File: config.mk
export PLATFORM = sky130hd
export DESIGN_NAME = mux_8bit_arbiter_flat
export DESIGN_NICKNAME = d
export VERILOG_FILES = /design/src/rtl/mux_arb_pkg.sv /design/src/rtl/mux_8bit_arbiter_if.sv /design/src/rtl/mux_arb_out_reg.sv /design/src/rtl/mux_8bit_arbiter.sv /design/src/flat_wrapper.sv
export SDC_FILE = /design/constraint.sdc
export NUM_CORES = 1
export LEC_CHECK = 0
export ABC_AREA = 1
export CAP_MARGIN = 40
export CORE_MARGIN = 2
export CORE_UTILIZATION = 23
export CTS_CLUSTER_DIAMETER = 40
export DETAILED_ROUTE_END_ITERATION = 16
export SLEW_MARGIN = 20
export SYNTH_ARGS = -nofsm -noshare
export SYNTH_HDL_FRONTEND = slang
export SYNTH_HIERARCHICAL = 1
export SYNTH_SLANG_ARGS = --single-unit
export TNS_END_PERCENT = 10
File: constraint.sdc
create_clock -name clk -period 4.3 [get_ports clk]
set_clock_uncertainty 0.05 [all_clocks]
set_input_delay 0.43 -clock clk [delete_from_list [all_inputs] [get_ports clk]]
set_output_delay 0.43 -clock clk [all_outputs]
set_load 0.05 [all_outputs]
File: src/rtl/mux_arb_pkg.sv
// Shared types and constants for the two-source packet arbiter in front of
// the 8-bit 2:1 data mux.
package mux_arb_pkg;

   typedef enum logic [1:0] {
      IDLE   = 2'd0,
      LOCK_A = 2'd1,
      LOCK_B = 2'd2
   } arb_state_t;

   localparam logic SRC_A = 1'b0;
   localparam logic SRC_B = 1'b1;

endpackage

File: src/rtl/mux_8bit_arbiter_if.sv
// Producer A/B inputs plus the registered output stage of the arbiter.
// slave is the arbiter's view; master is the view of the producers and consumer.
interface mux_8bit_arbiter_if #(
   parameter int WIDTH = 8
);
   logic             a_valid;
   logic [WIDTH-1:0] a_data;
   logic             a_last;
   logic             a_ready;

   logic             b_valid;
   logic [WIDTH-1:0] b_data;
   logic             b_last;
   logic             b_ready;

   logic             out_valid;
   logic [WIDTH-1:0] out_data;
   logic             out_last;
   logic             out_sel;
   logic             out_ready;

   modport slave (
      input  a_valid, a_data, a_last,
      output a_ready,
      input  b_valid, b_data, b_last,
      output b_ready,
      output out_valid, out_data, out_last, out_sel,
      input  out_ready
   );

   modport master (
      output a_valid, a_data, a_last,
      input  a_ready,
      output b_valid, b_data, b_last,
      input  b_ready,
      input  out_valid, out_data, out_last, out_sel,
      output out_ready
   );
endinterface

File: src/rtl/mux_arb_out_reg.sv
// One-entry output register with valid/ready; refills in the same cycle it
// drains so the arbiter sustains one beat per clock.
module mux_arb_out_reg
   import mux_arb_pkg::*;
#(
   parameter int WIDTH = 8
) (
   input  logic             clk,
   input  logic             rst,
   input  logic             load,
   input  logic [WIDTH-1:0] in_data,
   input  logic             in_last,
   input  logic             in_sel,
   input  logic             out_ready,
   output logic             can_accept,
   output logic             out_valid,
   output logic [WIDTH-1:0] out_data,
   output logic             out_last,
   output logic             out_sel
);

   assign can_accept = !out_valid || out_ready;

   // Drain alone only clears valid; the payload holds its last value.
   always_ff @(posedge clk or posedge rst) begin
      if (rst) begin
         out_valid <= 1'b0;
         out_data  <= '0;
         out_last  <= 1'b0;
         out_sel   <= SRC_A;
      end else if (load) begin
         out_valid <= 1'b1;
         out_data  <= in_data;
         out_last  <= in_last;
         out_sel   <= in_sel;
      end else if (out_ready) begin
         out_valid <= 1'b0;
      end
   end

endmodule

File: src/rtl/mux_8bit_arbiter.sv
// Round-robin, packet-locked arbiter between sources A and B; the registered
// out_sel drives the downstream 2:1 data mux select.
module mux_8bit_arbiter
   import mux_arb_pkg::*;
#(
   parameter int WIDTH = 8
) (
   input  logic                clk,
   input  logic                rst,
   mux_8bit_arbiter_if.slave   bus
);

   arb_state_t       state_reg;
   logic             rr_ptr_reg;
   logic             grant_a;
   logic             grant_b;
   logic             can_accept;
   logic             accept_a;
   logic             accept_b;
   logic             load;
   logic             sel_next;
   logic             last_next;
   logic [WIDTH-1:0] data_next;

   // A lock grants its owner even while it is idle, so the other side
   // can never slip a beat into the middle of a packet.
   always_comb begin
      grant_a = 1'b0;
      grant_b = 1'b0;
      case (state_reg)
         LOCK_A: grant_a = 1'b1;
         LOCK_B: grant_b = 1'b1;
         default: begin
            if (bus.a_valid && bus.b_valid) begin
               if (rr_ptr_reg == SRC_B) grant_a = 1'b1;
               else                     grant_b = 1'b1;
            end else begin
               grant_a = bus.a_valid;
               grant_b = bus.b_valid;
            end
         end
      endcase
   end

   assign bus.a_ready = !rst && can_accept && grant_a;
   assign bus.b_ready = !rst && can_accept && grant_b;

   assign accept_a  = bus.a_valid && bus.a_ready;
   assign accept_b  = bus.b_valid && bus.b_ready;
   assign load      = accept_a || accept_b;
   assign sel_next  = accept_b ? SRC_B : SRC_A;
   assign data_next = accept_b ? bus.b_data : bus.a_data;
   assign last_next = accept_b ? bus.b_last : bus.a_last;

   always_ff @(posedge clk or posedge rst) begin
      if (rst) begin
         state_reg  <= IDLE;
         rr_ptr_reg <= SRC_B;
      end else if (load) begin
         rr_ptr_reg <= sel_next;
         case (state_reg)
            IDLE: begin
               if (!last_next) state_reg <= (sel_next == SRC_B) ? LOCK_B : LOCK_A;
            end
            LOCK_A, LOCK_B: begin
               if (last_next) state_reg <= IDLE;
            end
            default: state_reg <= IDLE;
         endcase
      end
   end

   mux_arb_out_reg #(
      .WIDTH (WIDTH)
   ) u_out_reg (
      .clk        (clk),
      .rst        (rst),
      .load       (load),
      .in_data    (data_next),
      .in_last    (last_next),
      .in_sel     (sel_next),
      .out_ready  (bus.out_ready),
      .can_accept (can_accept),
      .out_valid  (bus.out_valid),
      .out_data   (bus.out_data),
      .out_last   (bus.out_last),
      .out_sel    (bus.out_sel)
   );

endmodule
File: src/flat_wrapper.sv
// flat-port wrapper written by rule: the top's interface ports become plain ports
module mux_8bit_arbiter_flat import mux_arb_pkg::*;
#(
   parameter int WIDTH = 8
)
  (clk, rst, bus_a_valid, bus_a_data, bus_a_last, bus_a_ready, bus_b_valid, bus_b_data, bus_b_last, bus_b_ready, bus_out_valid, bus_out_data, bus_out_last, bus_out_sel, bus_out_ready);
  mux_8bit_arbiter_if #(.WIDTH(WIDTH)) bus_i ();
  input  logic clk;
  input  logic rst;
  input wire logic [$bits(bus_i.a_valid)-1:0] bus_a_valid;
  input wire logic [$bits(bus_i.a_data)-1:0] bus_a_data;
  input wire logic [$bits(bus_i.a_last)-1:0] bus_a_last;
  output wire logic [$bits(bus_i.a_ready)-1:0] bus_a_ready;
  input wire logic [$bits(bus_i.b_valid)-1:0] bus_b_valid;
  input wire logic [$bits(bus_i.b_data)-1:0] bus_b_data;
  input wire logic [$bits(bus_i.b_last)-1:0] bus_b_last;
  output wire logic [$bits(bus_i.b_ready)-1:0] bus_b_ready;
  output wire logic [$bits(bus_i.out_valid)-1:0] bus_out_valid;
  output wire logic [$bits(bus_i.out_data)-1:0] bus_out_data;
  output wire logic [$bits(bus_i.out_last)-1:0] bus_out_last;
  output wire logic [$bits(bus_i.out_sel)-1:0] bus_out_sel;
  input wire logic [$bits(bus_i.out_ready)-1:0] bus_out_ready;
  assign bus_i.a_valid = bus_a_valid;
  assign bus_i.a_data = bus_a_data;
  assign bus_i.a_last = bus_a_last;
  assign bus_a_ready = bus_i.a_ready;
  assign bus_i.b_valid = bus_b_valid;
  assign bus_i.b_data = bus_b_data;
  assign bus_i.b_last = bus_b_last;
  assign bus_b_ready = bus_i.b_ready;
  assign bus_out_valid = bus_i.out_valid;
  assign bus_out_data = bus_i.out_data;
  assign bus_out_last = bus_i.out_last;
  assign bus_out_sel = bus_i.out_sel;
  assign bus_i.out_ready = bus_out_ready;
  mux_8bit_arbiter #(.WIDTH(WIDTH)) u_core (.clk(clk), .rst(rst), .bus(bus_i));
endmodule
# [Yosys cells after proc, flatten, opt, wreduce, memory -nomap -nowiden]
# Cells that the tools add are included.
[word_totals] reg_bits=14
[op_classes] n_eq_ne=4 muxes=15 reduce_logical=14
[ops] operator="2-to-1 mux 1 bit" count=8
[ops] operator="2-to-1 mux 8 bit" count=1
[ops] operator="logical AND 1 bit" count=6
[ops] operator="2-to-1 mux 2 bit" count=3
[ops] operator="inequality test 2 bit (second input constant)" count=2
[ops] operator="one-hot mux 1 bit (2 select lines)" count=2
[ops] operator="one-hot mux 2 bit (2 select lines)" count=1
[ops] operator="AND reduction 3 bit" count=1
[ops] operator="equality test 2 x 1 -> 1 bit (second input constant)" count=1
[ops] operator="equality test 2 bit (second input constant)" count=1
[ops] operator="zero test 1 bit" count=2
[ops] operator="zero test 2 bit" count=1
[ops] operator="logical OR 1 bit" count=2
[ops] operator="nonzero test 2 bit" count=1
[ops] operator="OR reduction 2 bit" count=1

# [Longest topological paths before layout]
# Gate-level depths: netlist (run 1).
[logic_depth] ltp_word=9 ltp_mapped=12 mapped_depth_nobuf=12

# [Hierarchy]
# The synthesis (run 1) kept the hierarchy.
[modules_own_cells] module="mux_8bit_arbiter" cells_per_inst=71 seq_area_each_um2=76.3 instances=1 area_per_inst_um2=442.9
[modules_own_cells] module="mux_arb_out_reg" cells_per_inst=48 seq_area_each_um2=275.3 instances=1 area_per_inst_um2=425.4

# [Worst setup path after synthesis (run 1)]
# No wires, ideal clock.
[synth_timing] path_type="reg2reg" start="register u_core.state_reg[0]" end="register u_core.u_out_reg.out_data[0]" path_buffers=1 arrival_time_ns=1.648 t_required_ns=4.131 stages_incl_launch_ff=13 setup_time_ns=0.119 path_slack_ns=2.483 path_cell_list="dfrtp_1 inv_1 ha_1 inv_2 nor2_1 nor2_1 and2_4 nand2_1 nand2_2 inv_1 buf_6 nand2_1 nand2_1"
[synth_between] elab_chain_len=5 elab_cells_between_ends=10 cone_classes="eq/ne (2); mux (3); reduce/logical (5)"
[synth_lines] element="from (decl)" line="mux_8bit_arbiter.sv:13" text="arb_state_t state_reg;"
[synth_lines] element="from (signal assigned)" line="mux_8bit_arbiter.sv:63" text="if (!last_next) state_reg <= (sel_next == SRC_B) ? LOCK_B : LOCK_A;"
[synth_lines] element="equality test 2 bit or equality test 2 x 1 -> 1 bit (tied branches)" line="mux_8bit_arbiter.sv:30" text="case (state_reg)"
[synth_lines] element="one-hot mux 1 bit (2 select lines) *" line="mux_8bit_arbiter.sv:30"
[synth_lines] element="logical AND 1 bit *" line="mux_8bit_arbiter.sv:45" text="assign bus.a_ready = !rst && can_accept && grant_a;"
[synth_lines] element="net bus_a_ready" line="flat_wrapper.sv:13" text="output wire logic [$bits(bus_i.a_ready)-1:0] bus_a_ready;"
[synth_lines] element="logical AND 1 bit *" line="mux_8bit_arbiter.sv:48" text="assign accept_a = bus.a_valid && bus.a_ready;"
[synth_lines] element="logical OR 1 bit *" line="mux_8bit_arbiter.sv:50" text="assign load = accept_a || accept_b;"
[synth_lines] element="net u_core.load" line="mux_8bit_arbiter.sv:20" text="logic load;"
[synth_lines] element="to (signal assigned)" line="mux_arb_out_reg.sv:33" text="out_data <= in_data;"
[synth_lines] element="to (decl)" line="mux_arb_out_reg.sv:17" text="output logic [WIDTH-1:0] out_data,"
# The timed path passes the listed nets; every way through them passes the cells marked *.
# A chain may end at the register's enable or synchronous reset.

# [Final worst setup path (run 1)]
[layout_timing] start="register u_core.state_reg[0]" end="output port bus_a_ready"
[layout_between] elab_chain_len=3 elab_cells_between_ends=4 cone_classes="eq/ne (2); mux (1); reduce/logical (1)"
[layout_lines] element="equality test 2 bit or equality test 2 x 1 -> 1 bit (tied branches)" line="mux_8bit_arbiter.sv:30"
[layout_lines] element="one-hot mux 1 bit (2 select lines) *" line="mux_8bit_arbiter.sv:30"
[layout_lines] element="logical AND 1 bit *" line="mux_8bit_arbiter.sv:45"
[layout_lines] element="to (decl)" line="flat_wrapper.sv:13"
# Every way passes the cells marked *; elsewhere a longest branch is shown, timed or not.

==> impl_metrics.tcl, run 1 <==
set metrics [dict create \
    die_area_sq_um 4280 \
    ys_seq_area_frac 0.405 \
    grt_pass1_vias 735 \
    leakage_nw 0.664 \
    start_kind "register" \
    reg2reg_slack_ns 2.13 \
    drt_iter0_markers 27 \
    synth_seq_cells 14 \
    outcome "completed" \
    drc 0 \
    fin_tns_setup_ns 0 \
    arrival_ns 2.21 \
    rows 22 \
    die_w_microns 65.4 \
    synth-simple-area-share 0.465 \
    crit_fanout 4 \
    reg2regPathDepth 10 \
    end_kind "primary output" \
    cap_violations 0 \
    max-clock-path-buffers 2 \
    rsz0062_at_grt "no" \
    yosysMostFrequentCell "nand2_1" \
    cts_resized 0 \
    grtUsageTotal 0.103 \
    clk_latency_ns 0.24 \
    antenna_found_initial 0 \
    vias 782 \
    synth_top_area_cell "dfrtp_1" \
    fillers 400 \
    syn_nets 145 \
    gp_congestion 0.719 \
    fmax_ghz 0.371 \
    cts-root-buf "clkbuf_8" \
    cts_tree "done" \
    yosys_warnings 6 \
    avgRoutedWirePerCell_microns 9.70 \
    initial_core_util 0.239 \
    cts_sinks 14 \
    finalSetupViolations 0 \
    synth_top_family_by_area "simple AND/OR/NAND/NOR gates" \
    worst_hold_path_type "in2async" \
    nets 182 \
    synth_compound_area_frac 0 \
    hold_viol 0 \
    drive_gt1_frac 0.123 \
    grt_start_max_net_pins 15 \
    io_pins 36 \
    synth_xor_area_frac 0 \
    ys_types 19 \
    worst_slew_pin_slew_ns 0.511 \
    fin_crit_ns 2.69 \
    synthTopCellsByCount "68 x nand2_1, 13 x dfrtp_1, 9 x inv_1" \
    yosys_most_used_dff "dfrtp_1" \
    r2r-start "u_core/state_reg[0]$_DFFE_PP0P_" \
    ant_nets 0 \
    fin_area_sq_um 1300 \
    syn_inst 119 \
    syn2layout_area_growth_pct 50.1 \
    synth_area_leaders "dfrtp_1 37%, nand2_1 29%, ha_1 4.3%" \
    synthArstFlopShare 1.00 \
    core_area_sq_um 3630 \
    vdd_drop_max_mv 0.260 \
    slew_viol_final 0 \
    critical_path_class "reg2out" \
    largest_reg_flops 8 \
    p_per_area_nw_per_um2 765 \
    synth_area_per_cell_sq_um 7.30 \
    grt_pass1_wl_microns 3350 \
    synth_edf_count 0 \
    port_buffers 35 \
    htreeDepth 1 \
    min_period_over_period 0.626 \
    post_dp_cell_area_sq_um 1250 \
    cts_made_buffers 3 \
    syn_area_sq_um 868 \
    post-cts-setup-buffers 0 \
    synth_adder_area_share 0.0432 \
    holdBufCountCts 0 \
    relSlewSlack 0.659 \
    synth_top_area_frac 0.375 \
    die_h_microns 65.4 \
    synthMuxAreaShare 0 \
    grt_overflow_total 0 \
    required_ns 3.82 \
    hpwlAfterDp_microns 1560 \
    drt-total-wl_microns 1970 \
    insertedDiodeCount 0 \
    clk_pin_slew_ns 0.06 \
    first_pass_iters 3 \
    via_per_inst 3.85 \
    post-place-ws_ns 1.65 \
    r2r-end "u_core/u_out_reg/out_data[0]$_DFFE_PP0P_" \
    worst_slack_ns 1.61 \
]
## through the flow
step	power [mW]	std cells	util	hold slack [ns]
after floorplan	0.711	119	-	0.121
after global placement	0.876	199	0.344	0.405
after detailed placement	0.883	199	0.344	0.412
after CTS	1.01	203	0.359	0.350
after global routing	1.07	203	0.359	0.356
final	0.998	203	0.359	0.346
## area by class of cell
type | instances | area, sq um | share of cell area
sequential | 14 | 352 | 0.270
multi-input combinational | 90 | 442 | 0.339
timing repair buffer | 35 | 350 | 0.269
clock buffer | 4 | 55.1 | 0.0422
inverter | 12 | 45.0 | 0.0345
tap | 48 | 60.1 | 0.0461
## cell usage in the layout (no fill, tap or decap), drive strengths merged
cell type	netlist	final
and2	1	1
clkbuf	0	4
clkdlybuf4s50	0	35
clkinv	1	1
dfrtp	13	13
dfstp	1	1
ha	3	3
inv	11	11
nand2	74	74
nand3	4	4
nand4	3	3
nor2	5	5
## logic make-up (layout without fill, tap and decap cells)
kind of cell  after synthesis  in the layout
fa+ha+maj                   3              3
buf+inv                    15             51
flops                      14             14
simple gates               87             87
## how the worst max path moves through the flow
stage	depth (start not counted)	from	endpoint	slack, ns
global route	7	u_core/state_reg[0]$_DFFE_PP0P_	bus_a_ready	1.50
floorplan	12	u_core/state_reg[0]$_DFFE_PP0P_	u_core/u_out_reg/out_data[0]$_DFFE_PP0P_	2.48
CTS	7	u_core/state_reg[0]$_DFFE_PP0P_	bus_a_ready	1.59
global placement	8	bus_out_ready	bus_b_ready	1.66
finish	7	u_core/state_reg[0]$_DFFE_PP0P_	bus_a_ready	1.61
detailed placement	7	bus_out_ready	bus_a_ready	1.65
## per-layer routing
| metal | routed length, microns | vias up | share of wire | track usage |
|---|---|---|---|---|
| li1 | - | 427 | - | - |
| met1 | 887 | 337 | 0.45 | 0.118 |
| met2 | 997 | 16 | 0.51 | 0.185 |
| met3 | 61 | 2 | 0.031 | 0.0257 |
| met4 | 23 | 0 | 0.012 | 0.0391 |
| met5 | 0 | - | 0 | 0 |
## critical path, cell delays in order, from the launching register on
cell             delay, ns
dfrtp_1               0.38
inv_1                 0.07
ha_1                  0.32
inv_2                 0.12
nor2_1                0.06
nor2_1                0.08
and2_4                0.14
clkdlybuf4s50_1       0.79
## power by group
| group | total [mW] | switching (mW) | internal (mW) | leakage [nW] |
|---|---|---|---|---|
| clock network | 0.125 | 0.0443 | 0.0810 | 0.0288 |
| logic | 0.639 | 0.430 | 0.209 | 0.460 |
| registers | 0.233 | 0.0354 | 0.198 | 0.175 |
Note: power is estimated with default switching activity, not from simulation.
==> run 2, diff against run 1 <==
- clock period: 4.3 -> 2.6 ns (I/O delays scaled with it)
==> impl_metrics.tcl, run 2 (synthesis gave the netlist of run 1 again) <==
set metrics [dict create \
    layout_common_cells "68 x nand2_1, 33 x clkdlybuf4s50_1, 13 x dfrtp_1" \
    cap_violations 0 \
    largest_reg_flops 8 \
    finalSetupViolations 0 \
    insertedDiodeCount 0 \
    io_pins 36 \
    start_kind "register" \
    post_dp_cell_area_sq_um 1240 \
    die_area_sq_um 4280 \
    fmax_ghz 0.476 \
    grt_pass1_wl_microns 3200 \
    worst_hold_path_type "in2async" \
    vdd_drop_max_mv 0.370 \
    hpwlAfterDp_microns 1590 \
    min_period_over_period 0.809 \
    required_ns 2.68 \
    cts_resized 0 \
    fin_tns_setup_ns 0 \
    reg2regPathDepth 10 \
    grt_start_max_net_pins 15 \
    arrival_ns 2.19 \
    relSlewSlack 0.661 \
    cts_tree "done" \
    fin_area_sq_um 1300 \
    antenna_found_initial 0 \
    layout.cells.non_filler 203 \
    ant_nets 0 \
    clk_latency_ns 0.24 \
    cts_made_buffers 3 \
    reg2reg_slack_ns 0.50 \
    grtUsageTotal 0.0981 \
    port_buffers 35 \
    critPathSlowestCell "dfrtp_1" \
    nets 182 \
    holdBufCountCts 0 \
    outcome "completed" \
    gp_congestion 0.806 \
    critical_path_class "reg2reg" \
    dp_cells 199 \
    grt_overflow_total 0 \
    path_cells "inv_1 -> ha_1 -> inv_2 -> nor2_2 -> nor2_4 -> nand3_4 -> nand2_2 -> inv_1 -> nand2_1 -> nand2_1" \
    via_per_inst 3.89 \
    rows 22 \
    mostFrequentLayoutCell "nand2_1" \
    fin_util 0.357 \
    initial_core_util 0.239 \
    clk_pin_slew_ns 0.06 \
    drc 0 \
    syn2layout_area_growth_pct 49.6 \
    leakage_nw 0.668 \
    max-clock-path-buffers 2 \
    cts-root-buf "clkbuf_8" \
    post-place-ws_ns 0.473 \
    core_area_sq_um 3630 \
    worst_slack_ns 0.498 \
    worst_slew_pin_slew_ns 0.507 \
    die_h_microns 65.4 \
    drt_iter0_markers 10 \
    fin_crit_ns 2.10 \
    end_kind "register" \
    hold_viol 0 \
    power_mw 1.64 \
    vias 790 \
    grt_pass1_vias 764 \
    rsz0062_at_grt "no" \
    first_pass_iters 4 \
    cpPeakStageDelay_ns 0.38 \
    p_per_area_nw_per_um2 1270 \
    drive_gt1_frac 0.135 \
    whs_ns 0.173 \
    avgRoutedWirePerCell_microns 9.69 \
    slew_viol_final 0 \
    drt-total-wl_microns 1970 \
    crit_fanout 14 \
    htreeDepth 1 \
    post-cts-setup-buffers 0 \
    die_w_microns 65.4 \
    cts_sinks 14 \
]
[run 2: changes by cell type in the layout (fill, tap and decap cells not counted), sizes merged]
cell	previous run	this run
clkdlybuf4s50	35	33
buf	0	2
[run 2: worst max-delay path: cells and delay by family (launching register included)]
kind                       cells  cell delay, ns
and+or+nand+nor                6            0.82
DFF                            1            0.38
buffers and inverters          3            0.42
adders and majority gates      1            0.33
[run 2: layout make-up]
type,count,area (sq um)
clock buffer,4,55.1
fill,388,2330
inverter,12,45.0
multi-input combinational,90,442
sequential,14,352
tap,48,60.1
timing repair buffer,35,345
[run 2: layer usage]
metal	track usage	part of all wire
met5	0	0
met3	0.0137	0.032
met4	0.0625	0.015
met2	0.172	0.50
met1	0.111	0.45
[run 2: worst paths after layout]
path	to	startpoint
max in group asynchronous	u_core/u_out_reg/out_data[4]$_DFFE_PP0P_	rst
min in group clk	u_core/rr_ptr_reg$_DFFE_PP1P_	u_core/rr_ptr_reg$_DFFE_PP1P_
max reg2reg	u_core/u_out_reg/out_last$_DFFE_PP0P_	u_core/state_reg[0]$_DFFE_PP0P_
max	u_core/u_out_reg/out_last$_DFFE_PP0P_	u_core/state_reg[0]$_DFFE_PP0P_
min	u_core/state_reg[0]$_DFFE_PP0P_	rst
min reg2reg	u_core/rr_ptr_reg$_DFFE_PP1P_	u_core/rr_ptr_reg$_DFFE_PP1P_
[run 2: power by group]
group          switching (mW)  internal, mW  total [mW]  leakage (nW)
Clock                  0.0779         0.134       0.212        0.0288
Sequential             0.0580         0.327       0.385         0.175
Combinational           0.706         0.342        1.05         0.463
==> run 3, diff against run 2 <==
- clock period: 2.6 -> 2.03 ns (I/O delays scaled with it)
==> impl_metrics.tcl, run 3 (synthesis gave the netlist of run 1 again) <==
set metrics [dict create \
    slew_viol_final 0 \
    ant_nets 0 \
    grt_start_max_net_pins 12 \
    critPathSlowestCell "dfrtp_1" \
    finalSetupViolations 0 \
    cap_violations 0 \
    drive_gt1_frac 0.169 \
    drt_iter0_markers 14 \
    grt_pass1_wl_microns 3410 \
    critPathBufInv 3 \
    grt_overflow_total 0 \
    grt_pass1_vias 801 \
    fmax_ghz 0.535 \
    htreeDepth 1 \
    clk_pin_slew_ns 0.06 \
    critical_path_class "reg2reg" \
    grtUsageTotal 0.103 \
    outcome "completed" \
    cts_sinks 14 \
    arrival_ns 1.96 \
    port_buffers 35 \
    cts_made_buffers 3 \
    die_area_sq_um 4280 \
    hold_viol 0 \
    first_pass_iters 4 \
    critPathTopFamily "simple AND/OR/NAND/NOR gates" \
    worst_slew_pin_slew_ns 0.505 \
    largest_reg_flops 8 \
    mostFrequentLayoutCell "nand2_1" \
    p_per_area_nw_per_um2 1650 \
    avgRoutedWirePerCell_microns 10.0 \
    relSlewSlack 0.662 \
    fin_crit_ns 1.87 \
    power_mw 2.28 \
    layout_common_cells "68 x nand2_1, 33 x clkdlybuf4s50_1, 13 x dfrtp_1" \
    die_h_microns 65.4 \
    leakage_nw 0.697 \
    vdd_drop_max_mv 0.477 \
    io_pins 36 \
    antenna_found_initial 0 \
    rows 22 \
    cpPeakStageDelay_ns 0.37 \
    worst_slack_ns 0.161 \
    worst_hold_path_type "in2async" \
    core_area_sq_um 3630 \
    min_period_over_period 0.921 \
    max-clock-path-buffers 2 \
    required_ns 2.12 \
    vias 811 \
    initial_core_util 0.239 \
    start_kind "register" \
    via_per_inst 3.90 \
    path_cells "inv_1 -> ha_1 -> inv_2 -> nor2_1 -> nor2_1 -> and2_4 -> nand2_1 -> nand2_4 -> clkinvlp_4 -> nand2_1 -> nand2_1" \
    nets 187 \
    gp_congestion 0.801 \
    crit_path_frequent_cell "nand2_1" \
    drt-total-wl_microns 2090 \
    insertedDiodeCount 0 \
    die_w_microns 65.4 \
    fillers 406 \
    cts_tree "done" \
    hpwlAfterDp_microns 1680 \
    drc 0 \
    syn2layout_area_growth_pct 59.2 \
    end_kind "register" \
    crit_fanout 6 \
    post-place-ws_ns 0.0694 \
    cts-root-buf "clkbuf_8" \
    clk_latency_ns 0.25 \
]
==> run 3: cell count changes in the layout (fill, tap and decap cells not counted), sizes merged <==
cell | previous run | this run
buf | 2 | 6
clkinvlp | 0 | 2
inv | 11 | 10
==> run 3: area by class of cell <==
type	instances	area [sq um]	share of cell area
clock buffers	4	55.1	0.0398
inverters	12	48.8	0.0353
multi-input cells	90	447	0.323
flip-flops and latches	14	352	0.254
well taps	48	60.1	0.0434
repair buffers	39	413	0.299
repair inverters	1	7.51	0.00543
==> run 3: through the flow <==
step / instances / hold WS [ns] / utilization / cell area, sq um / TNS (ns)
4_1_cts: 205 / 0.138 / 0.368 / 1340 / 0
2_1_floorplan: 119 / -0.106 / - / 868 / 0
5_1_grt: 208 / 0.137 / 0.381 / 1380 / -0.0192
6_report: 208 / 0.142 / 0.381 / 1380 / 0
3_3_place_gp: 201 / 0.400 / 0.353 / 1280 / 0
3_5_place_dp: 201 / 0.407 / 0.353 / 1280 / 0
==> run 3: path summary, 6_finish.rpt <==
check                                           startpoint                                  endpoint  slack (ns)  cells after the start
min in group clk             u_core/rr_ptr_reg$_DFFE_PP1P_             u_core/rr_ptr_reg$_DFFE_PP1P_        0.42                      2
hold reg to reg              u_core/rr_ptr_reg$_DFFE_PP1P_             u_core/rr_ptr_reg$_DFFE_PP1P_        0.42                      2
setup reg to reg           u_core/state_reg[1]$_DFFE_PP0P_  u_core/u_out_reg/out_data[6]$_DFFE_PP0P_        0.16                     11
hold / removal                                         rst           u_core/state_reg[0]$_DFFE_PP0P_        0.14                      2
setup / recovery           u_core/state_reg[1]$_DFFE_PP0P_  u_core/u_out_reg/out_data[6]$_DFFE_PP0P_        0.16                     11
max in group asynchronous                              rst      u_core/u_out_reg/out_sel$_DFFE_PP0P_        1.33                      2
==> run 3: layer usage <==
metal,global-route usage,share of wire,up-vias
met5,0,0,-
met4,0.0469,0.010,0
met3,0.0103,0.023,2
met2,0.182,0.52,16
met1,0.125,0.45,355
li1,-,-,438
==> run 3: timing repair <==
item,CTS,global route
hold buffers,0,0
gates resized for setup,0,3
setup endpoints to repair,0,11
endpoints found under the hold margin,0,0
buffers inserted,0,2
==> run 3: power by group <==
| group | leakage, nW | switching (mW) | internal (mW) |
|---|---|---|---|
| logic | 0.493 | 0.958 | 0.563 |
| registers | 0.175 | 0.0686 | 0.419 |
| clock network | 0.0288 | 0.100 | 0.172 |
| total | 0.697 | 1.13 | 1.15 |
